File: config.mk
export PLATFORM = sky130hd
export DESIGN_NAME = mul_req_ctrl
export DESIGN_NICKNAME = d
export VERILOG_FILES = /design/src/rtl/mul_pkg.sv /design/src/rtl/mul_sign_fix.sv /design/src/rtl/mul_req_ctrl.sv
export SDC_FILE = /design/constraint.sdc
export NUM_CORES = 1
export LEC_CHECK = 0
export CORE_MARGIN = 1
export CORE_UTILIZATION = 48
export DETAILED_ROUTE_END_ITERATION = 6
export HOLD_SLACK_MARGIN = 0.15
export PLACE_DENSITY = 0.77
export RECOVER_POWER = 50
export SYNTH_ARGS = -nofsm -noshare
export SYNTH_HDL_FRONTEND = slang
export SYNTH_SLANG_ARGS = --single-unit
File: constraint.sdc
create_clock -name clk -period 7.13 [get_ports clk]
set_clock_uncertainty 0.05 [all_clocks]
set_input_delay 2.139 -clock clk [delete_from_list [all_inputs] [get_ports clk]]
set_output_delay 2.139 -clock clk [all_outputs]
set_load 0.005 [all_outputs]
File: src/rtl/mul_pkg.sv
// Shared definitions for the RV32M multiply requester: funct3 codes, FSM encoding
// and the operand magnitude helper.
package mul_pkg;

    localparam logic [2:0] F_MUL    = 3'b000;
    localparam logic [2:0] F_MULH   = 3'b001;
    localparam logic [2:0] F_MULHSU = 3'b010;
    localparam logic [2:0] F_MULHU  = 3'b011;

    typedef enum logic [1:0] {
        S_IDLE  = 2'd0,
        S_ISSUE = 2'd1,
        S_FIX   = 2'd2,
        S_RESP  = 2'd3
    } state_e;

    // Two's-complement magnitude; 0x80000000 maps onto itself as an unsigned value.
    function automatic logic [31:0] mag32(input logic [31:0] x, input logic is_signed);
        mag32 = (is_signed && x[31]) ? (~x + 32'd1) : x;
    endfunction

endpackage

File: src/rtl/mul_sign_fix.sv
// Conditional 64-bit negate of the unsigned product, then selection of the
// 32-bit half returned to writeback.
module mul_sign_fix
    import mul_pkg::*;
(
    input  logic [63:0] res_i,
    input  logic        neg_i,
    input  logic        hi_i,
    output logic [31:0] data_o
);

    logic [63:0] prod;

    always_comb begin
        prod   = neg_i ? (~res_i + 64'd1) : res_i;
        data_o = hi_i ? prod[63:32] : prod[31:0];
    end

endmodule

File: src/rtl/mul_req_ctrl.sv
// Requester side of the iterative multiplier handshake: takes RV32M multiplies from
// execute, issues one unsigned request, sign-corrects the product and responds.
module mul_req_ctrl
    import mul_pkg::*;
#(
    parameter int XLEN        = 32,
    parameter bit ZERO_BYPASS = 1'b1
) (
    input  logic              clk,
    input  logic              rst,
    input  logic              req_vld,
    output logic              req_rdy,
    input  logic [2:0]        req_funct3,
    input  logic [XLEN-1:0]   req_rs1,
    input  logic [XLEN-1:0]   req_rs2,
    input  logic [4:0]        req_rd,
    output logic              rsp_vld,
    input  logic              rsp_rdy,
    output logic [XLEN-1:0]   rsp_data,
    output logic [4:0]        rsp_rd,
    output logic [XLEN-1:0]   mul_op1,
    output logic [XLEN-1:0]   mul_op2,
    output logic              mul_vld,
    input  logic [2*XLEN-1:0] mul_res,
    input  logic              mul_rdy
);

    state_e            state_q;
    logic              req_rdy_q, rsp_vld_q, mul_vld_q;
    logic              neg_q, hi_q;
    logic [XLEN-1:0]   op1_q, op2_q, rsp_data_q;
    logic [4:0]        rsp_rd_q;
    logic [2*XLEN-1:0] res_q;

    logic [2:0]        f3_d;
    logic              sgn_a_d, sgn_b_d, neg_d, hi_d, bypass_d;
    logic [XLEN-1:0]   mag_a_d, mag_b_d, fix_data;
    logic              unused_f3_bit2;

    // funct3 bit 2 selects divide ops elsewhere; only the low two bits matter here.
    assign unused_f3_bit2 = req_funct3[2];

    always_comb begin
        f3_d     = {1'b0, req_funct3[1:0]};
        sgn_a_d  = (f3_d == F_MULH) || (f3_d == F_MULHSU);
        sgn_b_d  = (f3_d == F_MULH);
        mag_a_d  = mag32(req_rs1, sgn_a_d);
        mag_b_d  = mag32(req_rs2, sgn_b_d);
        neg_d    = (sgn_a_d & req_rs1[XLEN-1]) ^ (sgn_b_d & req_rs2[XLEN-1]);
        hi_d     = (f3_d != F_MUL);
        bypass_d = ZERO_BYPASS && ((mag_a_d == '0) || (mag_b_d == '0));
    end

    mul_sign_fix u_sign_fix (
        .res_i  (res_q),
        .neg_i  (neg_q),
        .hi_i   (hi_q),
        .data_o (fix_data)
    );

    always_ff @(posedge clk) begin
        if (rst) begin
            state_q    <= S_IDLE;
            req_rdy_q  <= 1'b1;
            rsp_vld_q  <= 1'b0;
            mul_vld_q  <= 1'b0;
            op1_q      <= '0;
            op2_q      <= '0;
            rsp_data_q <= '0;
            rsp_rd_q   <= '0;
            res_q      <= '0;
            neg_q      <= 1'b0;
            hi_q       <= 1'b0;
        end else begin
            case (state_q)
                S_IDLE: begin
                    if (req_vld) begin
                        op1_q     <= mag_a_d;
                        op2_q     <= mag_b_d;
                        neg_q     <= neg_d;
                        hi_q      <= hi_d;
                        rsp_rd_q  <= req_rd;
                        req_rdy_q <= 1'b0;
                        if (bypass_d) begin
                            rsp_data_q <= '0;
                            rsp_vld_q  <= 1'b1;
                            state_q    <= S_RESP;
                        end else begin
                            mul_vld_q <= 1'b1;
                            state_q   <= S_ISSUE;
                        end
                    end
                end
                S_ISSUE: begin
                    if (mul_rdy) begin
                        res_q     <= mul_res;
                        mul_vld_q <= 1'b0;
                        state_q   <= S_FIX;
                    end
                end
                S_FIX: begin
                    rsp_data_q <= fix_data;
                    rsp_vld_q  <= 1'b1;
                    state_q    <= S_RESP;
                end
                S_RESP: begin
                    // Handshake frees the block; a new accept can only land next cycle.
                    if (rsp_rdy) begin
                        rsp_vld_q <= 1'b0;
                        req_rdy_q <= 1'b1;
                        state_q   <= S_IDLE;
                    end
                end
                default: begin
                    state_q   <= S_IDLE;
                    req_rdy_q <= 1'b1;
                    rsp_vld_q <= 1'b0;
                    mul_vld_q <= 1'b0;
                end
            endcase
        end
    end

    assign req_rdy  = req_rdy_q;
    assign rsp_vld  = rsp_vld_q;
    assign rsp_data = rsp_data_q;
    assign rsp_rd   = rsp_rd_q;
    assign mul_op1  = op1_q;
    assign mul_op2  = op2_q;
    assign mul_vld  = mul_vld_q;

endmodule

==> results, run 1 <==
- The layout-stage area growth over the synthesis result is 29.3%.
- In this run, post-CTS hold repair placed 0 buffers.
- Dividing the synthesized area by the synthesized cell count gives approximately 7.6 um2.
- The number of buffers inserted during clock tree synthesis is 17.
- The number of standard cells in the layout, taps in and fillers out is 1831.
- The share of flip-flops with an asynchronous set or reset after synthesis is 0.
- The share of total power dissipated in sequential elements is 0.326.
- The cell row count is 53.
- Once routing completed, OpenROAD measured the worst setup slack at ~1.1 ns.
- The net count of the mapped netlist is 1524.
- The leftover overflow at the end of global routing is 0.
- The proportion of synthesized chip area in sequential cells is 0.329.
- Max-cap violations in this run came to 2.
- The max-slew violation total from the final report is 149.
- The boundary pin count is between 200 and 250.
- For this run, the slowest stage of the critical path takes 2.71 ns.
- The flow ran to the end, but the final reports show violations.
- The maximum number of pins on one net before global-route repair is 84.
- Setup violations remaining at the end of the flow were counted as 0.
- Port buffering added 243 buffers.
- In the final layout, the share of cells above drive strength 1 is 0.0591.
- The post-synthesis sequential element count is approximately 170.
- The kind of end point of the critical path is a register.
- The checks that failed: capacitance limit, slew limit.
- The floorplan step defined a core boundary enclosing about 21000 um2.
- The post-synthesis cell count is between 1k and 1.5k.
- Grouping stages by cell kind, the critical path spends the most delay in buffers and inverters.
- Setup repair after global routing left no endpoint under its margin.
- The synthesis warning total is 0.
- The number of nets at the end of the flow is between 1.5k and 2k.
- The first global-routing pass estimated about 52000 um of wire.
- The die covers 22400 um2.
- For this run, design rule violations remaining after detail routing come to 0.
- The initial utilization of the core area, before any placement, comes to 0.493.
- The kind of start point of the critical path is an input port.
- The smallest clock period supported by the final layout is computed as around 6.0 ns.
- Across every metal layer, demand over resource in global routing totals 0.295.
- The post-placement setup slack is roughly 0.9 ns.
- The number of setup buffers added after CTS is 0.
- The insertion delay of the later-clocked pin in the worst-skew pair is about 0.43 ns.
- Of the total power, the share spent switching nets is 0.398.
- Summed over all layers, the routed wires come to ~34000 um.
- The net switching power is 0.00156 W.
- Synthesis instantiated 75 different standard cells from the library.
- TritonCTS built the clock tree.
- The clock root buffer is sky130_fd_sc_hd__clkbuf_16.
- The critical path's slowest cell is sky130_fd_sc_hd__clkbuf_1.
- After filler insertion, the fill cell instance count of the layout stands at roughly 1.9k.
- Together, buffers and inverters on the worst path number 3.
- The maximum vdd ir drop is 0.000182 V.
- The data required time at the worst endpoint is approximately 7.4 ns.
- For met1 alone, demand over resource in global routing was 0.375.
- The mean number of vias per cell is 5.98.
- The standby leakage power is just under 5 nW.
- In this run the tightest slew margin relative to its limit is -1.51.
- The number of routed nets with antenna violations is 0.
- In this run the deepest clock path goes through 2 buffers.
- The initial antenna violation count was 1.
- Across all layers, the routed design uses between 10k and 15k vias.
- After global routing, the most crowded layer is met2.
- In the global route stage, met2 resource usage came out at 0.470.
- The top fanout value on the critical path is between 80 and 90.
- The aggregate negative setup slack is 0 ns.
- In this run, post-CTS repair resized a total of 0 instances.
- The initial detailed-routing violation count is between 900 and 1k.
- Data on the critical path arrives at its endpoint at between 6 and 7 ns.
- For this run, the detailed router's first-pass iteration total came to 6.
- The clock sink count is ~170.
- The clock transition at the register clock pins on the worst setup and hold paths after CTS is ~0.070 ns.
- The number of antenna diodes in the final layout is 0.
- The HPWL after detailed placement is between 20000 and 25000 um.
- After routing the design area is 13500 um2.
- The share of total power dissipated in combinational logic is 0.426.
- The slew of the pin with the lowest slew margin is roughly 3.8 ns.
- The most used flip-flop cell after synthesis is sky130_fd_sc_hd__dfxtp_1.
- Including well taps, the total number of placed cells is about 1.8k.
- The final weighted congestion of routability-driven global placement is just over 0.9.
- The post-placement cell area is between 10000 and 15000 um2.
- The average wire length per cell after detail routing is approximately 18 um.
- The fmax is between 150 and 200 MHz.
- The die is 150 um tall.
- The die is about 150 um wide.
- The number of H-tree levels is 4.
- Dividing the final minimum period by the clock period gives 0.845.
- The final number of hold-violating endpoints is 0.
- The part of the total power dissipated in the clock network is 0.247.
- The kind of critical path is input port to register.
- The path category of the worst min-delay check is register to register.
- The internal power of the cells totals 0.00236 W.
- For this design the ratio of total power to cell area is about 290 nW/um2.
- The via count of the first global-routing pass came to between 9k and 10k.
- The signal on the critical path passes through clkbuf_1, buf_4, clkbuf_1, nor2b_1, mux2_1.
- Among the stages of the critical path, the cell type that occurs most often is sky130_fd_sc_hd__clkbuf_1.
- Counting flops with a built-in enable in the synthesized netlist gives 0.
- For met3 alone, demand over resource in global routing was 0.0826.
- The mapped netlist covers roughly 10000 um2.
-- area by class of cell --
type / instances / area, um2 / area share
inverter: 28 / 105 / 0.00777
clock buffer: 21 / 470 / 0.0348
clock inverter: 11 / 134 / 0.00990
timing repair buffer: 254 / 2530 / 0.187
sequential: 172 / 3450 / 0.255
multi-input combinational: 1070 / 6500 / 0.480
tap: 275 / 344 / 0.0254
-- worst paths after layout --
kind / start / endpoint / slack (ns) / cells past startpoint
worst max register to register: state_q[1]$_SDFFE_PP0P_ / res_q[59]$_SDFFE_PP0P_ / 3.22 / 5
worst min register to register: mul_op1[26]$_SDFFE_PP0P_ / mul_op1[26]$_SDFFE_PP0P_ / 0.40 / 2
worst min-delay path: mul_op1[26]$_SDFFE_PP0P_ / mul_op1[26]$_SDFFE_PP0P_ / 0.40 / 2
worst max-delay path: rst / rsp_data[25]$_SDFFE_PP0P_ / 1.10 / 5
-- power by group through the flow --
stage / Sequential [W] / Combinational [W] / Clock, W
6_report: 0.00128 / 0.00167 / 0.000970
5_1_grt: 0.00130 / 0.00183 / 0.00102
4_1_cts: 0.00128 / 0.00169 / 0.000982
3_5_place_dp: 0.00130 / 0.00167 / 0
3_3_place_gp: 0.00129 / 0.00165 / 0
2_1_floorplan: 0.00128 / 0.00106 / 0
-- through the flow --
stage	hold slack [ns]	util	power, W
after detailed placement	0.396	0.609	0.00297
after global routing	0.423	0.637	0.00416
after floorplan	0.398	-	0.00234
final	0.401	0.637	0.00392
after global placement	0.392	0.609	0.00294
after CTS	0.407	0.638	0.00395
-- synthesized netlist by cell type (5+ instances only) --
cell	n	area [um2]
sky130_fd_sc_hd__nand2_1	237	890
sky130_fd_sc_hd__dfxtp_1	172	3440
sky130_fd_sc_hd__nor2_1	124	465
sky130_fd_sc_hd__a21oi_1	107	536
sky130_fd_sc_hd__clkbuf_1	81	304
sky130_fd_sc_hd__a211oi_1	79	593
sky130_fd_sc_hd__o21ai_0	48	240
sky130_fd_sc_hd__nor3_1	45	225
sky130_fd_sc_hd__xnor2_1	42	368
sky130_fd_sc_hd__nor2b_1	30	188
sky130_fd_sc_hd__inv_1	28	105
sky130_fd_sc_hd__nand3_1	28	140
sky130_fd_sc_hd__xor2_1	28	245
sky130_fd_sc_hd__nor4_1	21	131
sky130_fd_sc_hd__or3_1	21	131
sky130_fd_sc_hd__mux2_4	20	300
sky130_fd_sc_hd__a2111oi_0	19	166
sky130_fd_sc_hd__o31ai_1	18	135
sky130_fd_sc_hd__or4_1	18	135
sky130_fd_sc_hd__a31oi_1	17	106
sky130_fd_sc_hd__nand4_1	17	106
sky130_fd_sc_hd__mux2i_1	13	130
sky130_fd_sc_hd__buf_1	12	45.0
sky130_fd_sc_hd__ha_1	10	125
sky130_fd_sc_hd__and2_1	9	56.3
sky130_fd_sc_hd__o211ai_1	8	60.1
sky130_fd_sc_hd__a311oi_1	7	61.3
sky130_fd_sc_hd__o22ai_1	7	43.8
sky130_fd_sc_hd__a41oi_1	6	52.6
sky130_fd_sc_hd__buf_2	5	25.0
-- cell families after synthesis --
group	share of synthesized area
buffers and inverters	0.0508
adders and majority gates	0.0120
muxes	0.0465
and+or+nand+nor	0.278
DFF	0.329
xor gates and xnor gates	0.0586
AOI/OAI and AO/OA	0.225
-- worst min-delay path, cell delays in order (launching register included) --
cell and delay [ns]:
sky130_fd_sc_hd__dfxtp_1 0.31, sky130_fd_sc_hd__nand2_1 0.05, sky130_fd_sc_hd__a21oi_1 0.05
-- layout by cell type, fill, tap and decap left out, types with 7 or more instances in the layout --
cell / n
sky130_fd_sc_hd__a31oi_1: 17
sky130_fd_sc_hd__clkbuf_16: 17
sky130_fd_sc_hd__a211oi_1: 79
sky130_fd_sc_hd__inv_1: 28
sky130_fd_sc_hd__a311oi_1: 7
sky130_fd_sc_hd__mux2i_1: 13
sky130_fd_sc_hd__nor2b_1: 30
sky130_fd_sc_hd__o211ai_1: 8
sky130_fd_sc_hd__o31ai_1: 18
sky130_fd_sc_hd__nand4_1: 17
sky130_fd_sc_hd__xor2_1: 28
sky130_fd_sc_hd__buf_4: 8
sky130_fd_sc_hd__dlygate4sd3_1: 106
sky130_fd_sc_hd__nor3_1: 45
sky130_fd_sc_hd__nand3_1: 28
sky130_fd_sc_hd__o22ai_1: 7
sky130_fd_sc_hd__or4_1: 18
sky130_fd_sc_hd__ha_1: 10
sky130_fd_sc_hd__and2_1: 8
sky130_fd_sc_hd__nor4_1: 21
sky130_fd_sc_hd__dfxtp_1: 170
sky130_fd_sc_hd__xnor2_1: 42
sky130_fd_sc_hd__o21ai_0: 48
sky130_fd_sc_hd__mux2_4: 20
sky130_fd_sc_hd__nor2_1: 123
sky130_fd_sc_hd__clkdlybuf4s50_1: 136
sky130_fd_sc_hd__or3_1: 21
sky130_fd_sc_hd__nand2_1: 236
sky130_fd_sc_hd__a21oi_1: 107
sky130_fd_sc_hd__a2111oi_0: 19
-- registers in the layout (all words and copies together) (netlist names) --
| name | count |
|---|---|
| mul_op2 | 32 |
| state_q | 2 |
| mul_vld | 1 |
| req_rdy | 1 |
| rsp_data | 32 |
| hi_q | 1 |
| res_q | 64 |
| rsp_rd | 5 |
| neg_q | 1 |
| mul_op1 | 32 |
| rsp_vld | 1 |
-- per-layer routing --
layer	wire length, um	share of wire
met2	15400	0.46
met5	12	0.00036
met3	2830	0.084
met1	14300	0.43
met4	1020	0.030
Note: power is estimated with default switching activity, not from simulation.
==> inputs of run 2 (changes only) <==
==> constraint.sdc (replaced) <==
create_clock -name clk -period 5.9 [get_ports clk]
set_clock_uncertainty 0.05 [all_clocks]
set_input_delay 1.77 -clock clk [delete_from_list [all_inputs] [get_ports clk]]
set_output_delay 1.77 -clock clk [all_outputs]
set_load 0.005 [all_outputs]
==> run 2 against run 1 <==
The run still ends with capacitance limit, slew limit left. Total power is 20% higher. Hold slack better by 0.0038 ns. Die area stayed put. Via count is 1.2% higher. Cell count is 1.4% higher. Global-route usage is 0.77 points higher. Largest cell class unchanged. Largest power group unchanged. Highest routed layer is now met4.
==> results, run 2 (synthesized netlist as in run 1, its figures left out) <==
- The flow ran to the end, but the final reports show violations.
- The final reports fail on capacitance limit, slew limit.
- The total wire length is 33900 um (+1.0%).
- The fraction of final layout cells sized beyond drive strength 1 was 0.0741 (+0.0149).
- The initial detailed-routing violation count is 894 (-2.8%).
- The number of buffers inserted to repair setup after CTS came to 0 (unchanged).
- The number of buffer cells added on primary ports came to 243 (unchanged).
- The boundary pin count came to 245 (unchanged).
- The worst hold path belongs to the class register to register.
- The number of standard cells in the layout, taps in and fillers out is 1856 (+1.4%).
- The register with the highest flop count is res_q.
- The via count is 11.1k (+1.2%).
- The number of nets at the end of the flow is 1718 (+1.4%).
- The initial standard-cell utilization of the core came to 0.493 (unchanged).
- The count of instances resized after the clock tree is built is 0 (unchanged).
- The maximum count of clock buffers along a single path is 2 (unchanged).
- The share of the clock period used by the worst path after layout is 0.908.
- The layout-stage area growth over the synthesis result is 30.7%.
- Walking the worst path, the cells encountered are clkdlybuf4s50_1, nor4_4, and4b_1, nand4b_1, nor4_1, nor3_1, or4_1, o32a_2, o21ai_4, buf_12, mux2_2.
- The critical path's largest stage delay came to 0.61 ns (-2.10 ns).
- The clock sink count is 172 (unchanged).
- The first-pass detailed-route iteration total is 5 (-1).
- The clock transition at the register clock pins on the worst setup and hold paths after CTS is 0.07 ns (about the same).
- The aggregate negative setup slack is 0 ns (unchanged).
- The worst path arrival time came to 5.63 ns (-0.66 ns).
- The worst relative slew slack came to -1.15 (+0.369).
- The total power density per cell area is 343 nW/um2 (+18%).
- The die outline width was 150 um (unchanged).
- The mean number of vias per cell is 5.97 (-0.19%).
- The fmax is 187 MHz.
- The post-detailed-placement half-perimeter wirelength is 24500 um (+1.4%).
- The final number of hold-violating endpoints was 0 (unchanged).
- The total DRC errors in the routed layout is 0 (unchanged).
- The utilization of the core after routing came to 0.645 (+0.00719).
- The cell row count was 53 (unchanged).
- The maximum number of pins on one net before global-route repair is 96 (+14%).
- The insertion delay of the later-clocked pin in the worst-skew pair is 0.43 ns (about the same).
- The wire length of the first global-routing pass was 53700 um (+3.2%).
- The data required time at the worst endpoint is 6.17 ns (-1.22 ns).
- The root buffer cell chosen for the clock tree is sky130_fd_sc_hd__clkbuf_16.
- The vertical extent of the die is 150 um (unchanged).
- The number of cells after detailed placement is 1823 (+1.3%).
- Setup repair after global routing left no endpoint under its margin.
- The initial antenna violation count is 0 (-1).
- The number of routed nets with antenna violations is 0 (unchanged).
- The number of flip-flops under the largest register name is 64 (unchanged).
- The top fanout value on the critical path is 31 (-63%).
- The number of buffers inserted by hold repair at cts is 0 (unchanged).
- The library cells used most frequently in the layout, excluding fill and tap cells, are sky130_fd_sc_hd__nand2_1 (236), sky130_fd_sc_hd__dfxtp_1 (170), sky130_fd_sc_hd__clkdlybuf4s50_1 (136), sky130_fd_sc_hd__nor2_1 (124), sky130_fd_sc_hd__a21oi_1 (107).
- The total power is 0.00470 W (+20%).
- The number of H-tree levels is 4 (unchanged).
- The average wire length per cell after detail routing is 18.3 um (-0.31%).
- The kind of critical path is input port to register.
- The worst slack on hold paths was 0.405 ns (+0.00384 ns).
- Among all stages on the critical path, the largest delay is contributed by sky130_fd_sc_hd__clkdlybuf4s50_1.
- TritonCTS built the clock tree.
- The leftover overflow at the end of global routing is 0 (unchanged).
- The slew of the pin with the lowest slew margin is 3.22 ns (-0.555 ns).
- The max-slew violation total from the final report came to 193 (+30%).
- The commonest non-fill, non-tap cell in the layout is sky130_fd_sc_hd__nand2_1.
- The worst setup path is launched from an input port.
- The maximum vdd ir drop came to 0.000225 V (+23%).
- Subtracting the final worst setup slack from the clock period gives 5.36 ns.
- The standard cell core area is 21200 um2 (unchanged).
- The global-route total usage across every layer came to 0.303 (+0.00773).
- The setup violation total in the final timing report is 0 (unchanged).
- The total die area came to 22400 um2 (unchanged).
- The final weighted congestion of routability-driven global placement is 0.950 (+3.1%).
- The kind of end point of the critical path is a register.
- The max-cap violation count is 3 (+1).
- The number of buffers inserted during clock tree synthesis is 17 (unchanged).
- The standby leakage power came to 5.04 nW (+2.4%).
- The via count of the first global-routing pass came to 10.1k (+2.2%).
[run 2: cell types whose count changed in the layout (fill, tap and decap cells not counted), sizes merged]
cell / before / now
clkbuf: 23 / 20
clkinv: 3 / 6
buf: 10 / 35
diode: 0 / 1
bufinv: 2 / 1
inv: 31 / 32
clkinvlp: 3 / 2
[run 2: per-stage QoR]
stage               setup WS, ns  cell area [um2]
finish                     0.540            13700
global route               0.330            13700
CTS                        0.614            13700
detailed placement         0.160            13100
global placement           0.216            13100
floorplan                   1.12            10500
[run 2: power by group]
part | leakage (nW) | switching, W | total (W) | internal, W
clock | 0.278 | 0.000517 | 0.00112 | 0.000604
combinational | 3.35 | 0.00121 | 0.00203 | 0.000820
sequential | 1.41 | 0.000170 | 0.00155 | 0.00138
[run 2: worst paths after layout]
path | startpoint | end | slack (ns) | cells after the start
worst max-delay path | req_rs2[8] | rsp_data[27]$_SDFFE_PP0P_ | 0.54 | 11
worst min-delay path | mul_op2[0]$_SDFFE_PP0P_ | mul_op2[0]$_SDFFE_PP0P_ | 0.40 | 2
worst max register to register | res_q[22]$_SDFFE_PP0P_ | rsp_data[29]$_SDFFE_PP0P_ | 1.94 | 8
worst min register to register | mul_op2[0]$_SDFFE_PP0P_ | mul_op2[0]$_SDFFE_PP0P_ | 0.40 | 2
[run 2: worst max-delay path: cells and delay by family]
family          cells  cell delay (ns)
buf+inv             2             0.87
simple gates        6             2.11
compound gates      2             0.49
mux                 1             0.36
[run 2: per-layer routing]
layer,global-route usage,part of all wire,up-vias
met4,0.113,0.029,0
met2,0.490,0.46,470
met5,0,0,-
met3,0.0704,0.079,70
met1,0.390,0.43,5184
li1,-,-,5356
[run 2: cell type report]
cell class,count,area (um2)
diodes,1,2.50
clock inverters,13,134
flip-flops and latches,172,3450
repair buffers,278,2720
clock buffers,19,443
fillers,1880,7540
inverters,28,105
well taps,275,344
multi-input cells,1070,6490
==> inputs of run 3 (changes only) <==
--- a/config.mk
+++ b/config.mk
@@ -5,11 +5,13 @@
 export SDC_FILE = /design/constraint.sdc
 export NUM_CORES = 1
 export LEC_CHECK = 0
+export CELL_PAD_IN_SITES_DETAIL_PLACEMENT = 1
+export CELL_PAD_IN_SITES_GLOBAL_PLACEMENT = 2
 export CORE_MARGIN = 1
-export CORE_UTILIZATION = 48
+export CORE_UTILIZATION = 29
 export DETAILED_ROUTE_END_ITERATION = 6
 export HOLD_SLACK_MARGIN = 0.15
-export PLACE_DENSITY = 0.77
+export PLACE_DENSITY_LB_ADDON = 0.1
 export RECOVER_POWER = 50
 export SYNTH_ARGS = -nofsm -noshare
 export SYNTH_HDL_FRONTEND = slang
==> run 3 against run 2 <==
The run still ends with capacitance limit, slew limit left. Sequential power about the same. Total power up 1.2%. Cell count grew 11%. Sequential share of layout area down 0.55 points. Highest routed layer is now met5. Die area rose by 65%. Clock power about the same. Global-route usage decreased by 8.8 points. Setup slack better by 0.032 ns. Routed wire length is 16% higher. Clock-buffer cell count increased by 1. Core utilization down 25 points.
==> results, run 3 (synthesized netlist as in run 1, its figures left out) <==
- The worst relative slew slack came to -0.742 (+0.403).
- The number of buffer cells added on primary ports is 243 (unchanged).
- The total power is 0.00475 W (+1.2%).
- The post-detailed-placement half-perimeter wirelength is 28700 um (+17%).
- The part of the total power dissipated in the clock network is 0.238 (about the same).
- The fmax came to 188 MHz (+0.59%).
- The number of routed nets with antenna violations is 0 (unchanged).
- The fraction of final layout cells sized beyond drive strength 1 is 0.0810 (+0.00698).
- The initial detailed-routing violation count is 443 (-50%).
- The library cell used most frequently in the layout, excluding fill and tap cells, is sky130_fd_sc_hd__nand2_1.
- The first-pass detailed-route iteration total came to 7 (+2).
- The max-slew violation total from the final report is 84 (-56%).
- The total power density per cell area was 340 nW/um2 (-1.0%).
- The internal power component was 0.00281 W (+0.18%).
- The initial standard-cell utilization of the core came to 0.294 (-0.199).
- The net switching power is 0.00195 W (+2.7%).
- The area occupied by registers came to 3450 um2 (unchanged).
- The maximum vdd ir drop is 0.000207 V (-7.6%).
- The clock transition at the register clock pins on the worst setup and hold paths after CTS is 0.07 ns (about the same).
- The final weighted congestion of routability-driven global placement is 0.821 (-14%).
- The logic gate share of total power is 0.436 (+0.004).
- STA classifies the critical path endpoint as a register.
- The time the final worst path needs with I/O delays and setup came to 5.33 ns (-0.0316 ns).
- The boundary pin count is 245 (unchanged).
- TritonCTS built the clock tree.
- The initial antenna violation count came to 1 (+1).
- The total wire length is 39200 um (+16%).
- The register with the highest flop count is res_q.
- The via count is 10.8k (-2.7%).
- Setup repair after global routing left no endpoint under its margin.
- The number of flip-flops under the largest register name came to 64 (unchanged).
- The insertion delay of the later-clocked pin in the worst-skew pair was 0.44 ns (about the same).
- Relative to the synthesized area, the layout overhead comes to 33.7%.
- The top fanout value on the critical path is 21 (-32%).
- The tree is rooted in a sky130_fd_sc_hd__clkbuf_16.
- The global-route total usage across every layer is 0.216 (-0.0876).
- The count of inserted antenna diode cells is 0 (-1).
- The total DRC errors in the routed layout is 0 (unchanged).
- The clock sink count came to 172 (unchanged).
- The routed length on met1 is 17600 um (+21%).
- The cell row count is 69 (+30%).
- The wire length of the first global-routing pass is 61700 um (+15%).
- The fraction of power spent switching nets was 0.410 (+0.00603).
- The standby leakage power is 5.09 nW (+0.91%).
- The maximum count of clock buffers along a single path is 2 (unchanged).
- The share of the clock period used by the worst path after layout came to 0.903 (-0.00536).
- The worst path arrival time was 5.61 ns (-0.02 ns).
- The fill cell instance count of the final layout is 4306 (+130%).
- The number of buffers inserted to repair setup after CTS is 0 (unchanged).
- The setup violation total in the final timing report came to 0 (unchanged).
- The final reports fail on capacitance limit, slew limit.
- By startpoint and endpoint, the worst setup path is classified as input port to register.
- The met2 routed wirelength is 18900 um (+20%).
- The die outline width was 192 um (+28%).
- The final number of hold-violating endpoints was 0 (unchanged).
- The area occupied by multi-input gates is 6500 um2 (+0.12%).
- The utilization of the core after routing came to 0.393 (-0.251).
- The via count of the first global-routing pass is 11.0k (+8.4%).
- The number of nets at the end of the flow came to 1730 (+0.70%).
- The vertical extent of the die is 192 um (+28%).
- The finished layout cell area is 14000 um2 (+2.2%).
- The highest metal layer used by the detailed router is met5.
- The number of buffers inserted by hold repair at cts is 0 (unchanged).
- The average wire length per cell after detail routing is 19.1 um (+4.6%).
- The aggregate negative setup slack is 0 ns (unchanged).
- The total die area was 36800 um2 (+65%).
- The path category of the worst min-delay check is register to register.
- The amount of wire on met3 after detailed routing is 2150 um (-19%).
- The kind of start point of the critical path is an input port.
- The number of buffers inserted during clock tree synthesis was 17 (unchanged).
- The maximum number of pins on one net before global-route repair is 93 (-3.1%).
- The slew of the pin with the lowest slew margin is 2.61 ns (-0.605 ns).
- The count of instances resized after the clock tree is built is 0 (unchanged).
- The number of H-tree levels is 4 (unchanged).
- The fraction of power consumed by sequential logic came to 0.326 (-0.003).
- The leftover overflow at the end of global routing is 0 (unchanged).
- The flow ran to the end, but the final reports show violations.
- The mean number of vias per cell is 5.25 (-12%).
- The post-placement cell area is 13400 um2 (+2.4%).
- The data required time at the worst endpoint came to 6.18 ns (about the same).
- The standard cell core area is 35600 um2 (+68%).
- In the layout the commonest cells are sky130_fd_sc_hd__nand2_1 (236), sky130_fd_sc_hd__dfxtp_1 (170), sky130_fd_sc_hd__clkdlybuf4s50_1 (139), sky130_fd_sc_hd__nor2_1 (123), sky130_fd_sc_hd__a21oi_1 (107).
- The max-cap violation count came to 2 (-1).
==> run 3: changes by cell type in the layout (fill, tap and decap cells not counted), moves of 2 or more <==
cell,delta
sky130_fd_sc_hd__buf_4,+13
sky130_fd_sc_hd__dlygate4sd3_1,-3
sky130_fd_sc_hd__clkinv_2,+2
sky130_fd_sc_hd__inv_8,-2
sky130_fd_sc_hd__clkdlybuf4s50_1,+3
==> run 3: cell type report <==
class,instances,share of cell area
clock buffer,20,0.0327
clock inverter,12,0.00805
inverter,28,0.00752
multi-input combinational,1070,0.465
sequential,172,0.246
tap,461,0.0412
timing repair buffer,290,0.200
==> run 3: final timing paths <==
| path | endpoint | depth (start not counted) | slack, ns | startpoint |
|---|---|---|---|---|
| worst min register to register | rsp_rd[3]$_SDFFE_PP0P_ | 2 | 0.41 | rsp_rd[3]$_SDFFE_PP0P_ |
| worst max register to register | rsp_data[27]$_SDFFE_PP0P_ | 9 | 2.09 | res_q[14]$_SDFFE_PP0P_ |
| worst min-delay path | rsp_rd[3]$_SDFFE_PP0P_ | 2 | 0.41 | rsp_rd[3]$_SDFFE_PP0P_ |
| worst max-delay path | rsp_data[27]$_SDFFE_PP0P_ | 13 | 0.57 | req_rs2[0] |
==> run 3: layer usage <==
metal	track usage	vias up
li1	-	5367
met1	0.266	5183
met2	0.367	198
met3	0.0616	31
met4	0.0498	2
met5	0	-
==> run 3: worst max-delay path: stages <==
cell                              delay [ns]
sky130_fd_sc_hd__clkdlybuf4s50_1        0.49
sky130_fd_sc_hd__inv_1                  0.09
sky130_fd_sc_hd__ha_1                   0.20
sky130_fd_sc_hd__nor4b_2                0.36
sky130_fd_sc_hd__and3_1                 0.28
sky130_fd_sc_hd__nand4b_1               0.28
sky130_fd_sc_hd__nor4_1                 0.32
sky130_fd_sc_hd__nor3_1                 0.11
sky130_fd_sc_hd__or4_1                  0.64
sky130_fd_sc_hd__o32a_2                 0.28
sky130_fd_sc_hd__o21ai_4                0.18
sky130_fd_sc_hd__buf_12                 0.24
sky130_fd_sc_hd__mux2_2                 0.35
==> run 3: stage by stage <==
stage	hold slack, ns	setup slack [ns]	cells
after floorplan	0.398	1.12	1373
after global placement	0.391	0.172	2021
after detailed placement	0.400	0.112	2021
after CTS	0.413	0.567	2053
after global routing	0.430	0.362	2053
final	0.405	0.572	2053
==> run 3: power by group through the flow <==
stage	Combinational [W]	Sequential [W]	Clock, W
4_1_cts	0.00215	0.00156	0.00117
3_3_place_gp	0.00211	0.00157	0
3_5_place_dp	0.00213	0.00158	0
6_report	0.00207	0.00155	0.00113
2_1_floorplan	0.00128	0.00154	0
5_1_grt	0.00233	0.00158	0.00123
